==> src/rtl/io_int_controller.sv <==
// Peripheral partner of the processor I/O pins: presents external words on the
// input port with a timed interrupt pulse, and buffers OUT writes in a FIFO.
module io_int_controller #(
    parameter int DATA_W      = 16,
    parameter int OUT_DEPTH   = 4,
    parameter int INT_PULSE   = 2,
    parameter int INT_HOLDOFF = 3
) (
    input  logic                         clk,
    input  logic                         reset,
    input  logic [DATA_W-1:0]            ext_in_data,
    input  logic                         ext_in_valid,
    output logic                         ext_in_ready,
    output logic [DATA_W-1:0]            cpu_in_port,
    output logic                         cpu_int,
    input  logic                         cpu_in_rd,
    input  logic [DATA_W-1:0]            cpu_out_port,
    input  logic                         cpu_out_we,
    output logic [DATA_W-1:0]            ext_out_data,
    output logic                         ext_out_valid,
    input  logic                         ext_out_ready,
    output logic [$clog2(OUT_DEPTH):0]   out_count,
    output logic                         out_overflow
);
    localparam int AW = $clog2(OUT_DEPTH);
    localparam int PW = $clog2(INT_PULSE + 1);
    localparam int HW = (INT_HOLDOFF > 0) ? $clog2(INT_HOLDOFF + 1) : 1;

    typedef enum logic [1:0] {S_IDLE, S_INT, S_WAIT_RD, S_HOLD} state_t;

    state_t          state, state_n;
    logic [PW-1:0]   pulse_cnt, pulse_n;
    logic [HW-1:0]   hold_cnt, hold_n;
    logic            pending, pending_n;
    logic            latch;

    always_ff @(posedge clk or posedge reset) begin
        if (reset) begin
            state       <= S_IDLE;
            pulse_cnt   <= '0;
            hold_cnt    <= '0;
            pending     <= 1'b0;
            cpu_in_port <= '0;
            cpu_int     <= 1'b0;
        end else begin
            state     <= state_n;
            pulse_cnt <= pulse_n;
            hold_cnt  <= hold_n;
            pending   <= pending_n;
            // Registered so the edge-sensitive interrupt input sees one clean rise per word.
            cpu_int   <= (state_n == S_INT);
            if (latch)
                cpu_in_port <= ext_in_data;
        end
    end

    always_comb begin
        state_n   = state;
        pulse_n   = pulse_cnt;
        hold_n    = hold_cnt;
        pending_n = pending;
        latch     = 1'b0;
        case (state)
            S_IDLE: begin
                if (ext_in_valid) begin
                    latch     = 1'b1;
                    pulse_n   = PW'(INT_PULSE);
                    pending_n = 1'b0;
                    state_n   = S_INT;
                end
            end
            S_INT: begin
                pulse_n = pulse_cnt - 1'b1;
                if (cpu_in_rd)
                    pending_n = 1'b1;
                if (pulse_cnt <= PW'(1)) begin
                    pending_n = 1'b0;
                    // A read that arrived during the pulse skips WAIT_RD entirely.
                    if (pending || cpu_in_rd) begin
                        if (INT_HOLDOFF > 0) begin
                            hold_n  = HW'(INT_HOLDOFF);
                            state_n = S_HOLD;
                        end else begin
                            state_n = S_IDLE;
                        end
                    end else begin
                        state_n = S_WAIT_RD;
                    end
                end
            end
            S_WAIT_RD: begin
                if (cpu_in_rd) begin
                    if (INT_HOLDOFF > 0) begin
                        hold_n  = HW'(INT_HOLDOFF);
                        state_n = S_HOLD;
                    end else begin
                        state_n = S_IDLE;
                    end
                end
            end
            default: begin
                hold_n = hold_cnt - 1'b1;
                if (hold_cnt <= HW'(1))
                    state_n = S_IDLE;
            end
        endcase
    end

    assign ext_in_ready = (state == S_IDLE) && !reset;

    logic [DATA_W-1:0] mem [OUT_DEPTH];
    logic [AW:0]       wptr, rptr;
    logic              full, empty, push, pop;

    assign empty = (wptr == rptr);
    assign full  = (wptr[AW] != rptr[AW]) && (wptr[AW-1:0] == rptr[AW-1:0]);
    assign pop   = !empty && ext_out_ready;
    // Popping in the same cycle frees the slot, so a full FIFO still takes the write.
    assign push  = cpu_out_we && (!full || pop);

    always_ff @(posedge clk) begin
        if (push)
            mem[wptr[AW-1:0]] <= cpu_out_port;
    end

    always_ff @(posedge clk or posedge reset) begin
        if (reset) begin
            wptr         <= '0;
            rptr         <= '0;
            out_overflow <= 1'b0;
        end else begin
            if (push)
                wptr <= wptr + 1'b1;
            if (pop)
                rptr <= rptr + 1'b1;
            if (cpu_out_we && !push)
                out_overflow <= 1'b1;
        end
    end

    assign ext_out_data  = mem[rptr[AW-1:0]];
    assign ext_out_valid = !empty;
    assign out_count     = wptr - rptr;

endmodule

==> config.mk <==
export PLATFORM = sky130hd
export DESIGN_NAME = io_int_controller
export DESIGN_NICKNAME = d
export VERILOG_FILES = /design/src/rtl/io_int_controller.sv
export SDC_FILE = /design/constraint.sdc
export NUM_CORES = 1
export LEC_CHECK = 0
export ABC_CLOCK_PERIOD_IN_PS = 2000
export CAP_MARGIN = 30
export CORE_MARGIN = 1.5
export CORE_UTILIZATION = 46
export CTS_CLUSTER_SIZE = 16
export DETAILED_ROUTE_END_ITERATION = 16
export PLACE_DENSITY_LB_ADDON = 0.08
export SYNTH_ARGS = -nofsm -noshare
export SYNTH_HDL_FRONTEND = slang
export SYNTH_SLANG_ARGS = --single-unit
==> constraint.sdc <==
create_clock -name clk -period 2 [get_ports clk]
set_input_delay 0.4 -clock clk [delete_from_list [all_inputs] [get_ports clk]]
set_output_delay 0.4 -clock clk [all_outputs]
set_load 0.01 [all_outputs]
==> qor.txt <==
Slowest cell delay on critical path: 0.53 ns
CTS Buffer Depth: 2
Min-delay worst type: primary input to async pin
Largest net degree at the start of global routing: 27
Maximum clock frequency: 464 MHz
WS Path Type: flip-flop to primary output
Lkg Pwr: 1.96 nW
Effective utilization at floorplan: 47.2%
Chip Width: 94.6 µm
Via Count: 2128
Wire per inst: 16.5 µm
Post-synth ARST share: 32.6%
Actual slew at the worst max-slew pin: 0.502 ns
Top post-synthesis cells by area: edfxtp_1, dfrtp_1, mux4_2, mux2_2, ha_1
Post-Route WL: 7.00 mm
I/O pin total: 77
FILL cells: 604
IO Port Bufs: 76
HPWL Detailed: 4.67 mm
Final max-slew violation count: 0
N_diodes: 0
Initial antenna violation count: 0
Pre-Repair DR Iteration Count: 4
Hold bufs inserted after CTS: 0
Seq/Total Area, Yosys: 70.0%
FF-to-FF setup slack: 0.19 ns
Gpl congestion: 0.818
Top cell by count, worst path: buf_6
GRT Residual Overflow: 0
Post-synth top area cell: edfxtp_1
DR DRC count: 0
Die Ht: 94.6 µm
Prevailing post-synth register cell: edfxtp_1
Slew HR: 66.2%
Worst slack at placement: -0.114 ns
WP data arrival: 1.75 ns
Crit path required time: 1.60 ns
CTS Buf Count: 9
Utilization after layout: 62.2%
Vias in the first global route: 2173
Final hold violation count: 0
Critical-path cell list: buf_6 -> ha_4 -> fa_2 -> inv_2 -> buf_6
RSZ-0062 raised after global routing: true
Total track usage: 17.4%
Iteration-0 DRC Markers: 57
Slowest CP cell: fa_2
H-tree Lvls: 3
Register bit total from synthesis: 95
Worst VDD drop: 715 µV
Fin crit period: 2.15 ns
Syn_area_per_cell: 18.1 µm²
Gate Count Post-Synth: 213
CTS tree: built
Fin Clk Skew: 0.00596 ns
Worst Setup Start Kind: flip-flop
ANT nets after route: 0
Yosys warns: 0
Tcrit/Tclk final: 108%
Ratio of cells with drive above 1 in the final layout: 30.4%
Buffers and inverters on the worst path: 3
CORE AREA: 0.00818 mm²
CTS Sinks: 95
Endpoints failing setup: 15
Layout area overhead: 31.8%
Cell Area, Synth: 0.00386 mm²
Setup ws final: -0.154 ns
CP Capture Type: primary output
Synth unique cells: 32
Rows: 33
Global-route wire length before repair: 11.2 mm
Syn nets: 265
Pwr dens: 1540 mW/mm²
CP delay by family, top: adder cells
Top-area cell type share of the netlist area: 49.8%
Worst Path Max Fanout: 3
EDFF count, synth: 64
Via density: 5.02
Clock transition at the registers of the reported paths: 0.09 ns
Failing checks: setup timing
Die footprint: 0.00894 mm²
Outcome: finished with violations
Max-cap violations: 0
Fin nets: 366
Clock Latency Late Sink: 0.35 ns
Root buf cell: clkbuf_8
## per-stage QoR
step	TNS [ns]	cells	cell area, µm²	power [mW]	hold slack [ns]
after CTS	-1.75	423	5070	7.85	0.295
after floorplan	-0.226	213	3860	4.90	0.462
after global placement	-1.12	404	4850	6.55	0.444
after detailed placement	-1.25	404	4850	6.58	0.453
final	-1.07	424	5080	7.83	0.301
after global routing	-2.11	424	5080	8.35	0.335
## sequential cells by signal (all words and copies together) (netlist names)
name          cells
rptr              3
wptr              3
pulse_cnt         2
out_overflow      1
state             2
cpu_int           1
cpu_in_port      16
hold_cnt          2
pending           1
mem              64
## worst paths after layout
| path | start | to | cells past startpoint |
|---|---|---|---|
| worst min register to register | out_overflow | out_overflow | 1 |
| max in group asynchronous | reset | rptr[0] | 3 |
| worst max-delay path | rptr[0] | out_count[1] | 5 |
| worst min-delay path | reset | cpu_int | 2 |
| worst max register to register | state[0] | pending | 5 |
| min in group clk | out_overflow | out_overflow | 1 |
## layout by cell type (no fill, tap or decap), types with 3 or more instances in the layout
master and count:
and2_4 4, buf_12 3, buf_2 11, buf_4 12, buf_6 8, clkbuf_2 3
clkbuf_8 9, clkdlybuf4s50_1 55, dfrtp_1 30, edfxtp_1 64, ha_1 12, inv_1 10
mux2_2 19, mux4_2 16, nand2_1 10, nand2b_1 3, nand3_1 3, nor2_1 4
o21ai_0 8, xnor2_1 5
## report_power, final
part           switching [mW]  internal (mW)  leakage (nW)
Clock                   0.663          0.580        0.0972
Sequential              0.246           2.72         0.949
Combinational            1.61           2.01         0.918
Total                    2.52           5.31          1.96
## final cells by class
class / count / area [µm²] / share of cell area, %
Clock buffer: 9 / 124 / 2.44
Multi-Input combinational cell: 102 / 1110 / 21.8
Inverter: 11 / 41.3 / 0.812
Clock inverter: 7 / 72.6 / 1.43
Sequential cell: 95 / 2700 / 53.1
Tap cell: 105 / 131 / 2.58
Timing Repair Buffer: 95 / 906 / 17.8
## repair_timing
item | in CTS | in global routing
setup endpoints to repair | 21 | 67
resized for setup | 78 | 18
pin swaps | 1 | 0
endpoints found under the hold margin | 0 | 0
buffers inserted | 2 | 1
cloned | 1 | 0
## metal layers
| layer | vias to the layer above | track usage, % | wire (µm) |
|---|---|---|---|
| li1 | 1013 | - | - |
| met1 | 1040 | 23.2 | 3100 |
| met2 | 68 | 26.2 | 3330 |
| met3 | 7 | 5.39 | 475 |
| met4 | 0 | 7.84 | 97 |
| met5 | - | 0 | 0 |
## cell families (layout without fill, tap and decap cells)
logic type / count (synthesis) / in the layout / synth area share, %
buf+inv: 16 / 122 / 1.75
xor+xnor: 6 / 6 / 1.36
mux: 37 / 37 / 15.4
fa+ha+maj: 14 / 14 / 4.74
compound gates: 17 / 17 / 3.15
flops: 95 / 95 / 70.0
simple gates: 28 / 28 / 3.63
## cell usage after synthesis, types with 2 or more instances
library cell / n
and2_2: 3
buf_2: 3
dfrtp_1: 31
edfxtp_1: 64
ha_1: 13
inv_1: 11
mux2_2: 19
mux2i_1: 2
mux4_2: 16
nand2_1: 10
nand2b_1: 3
nand3_1: 3
nor2_1: 4
nor3_1: 2
o21ai_0: 8
xnor2_1: 5
Power figures use the tool's default switching activity.
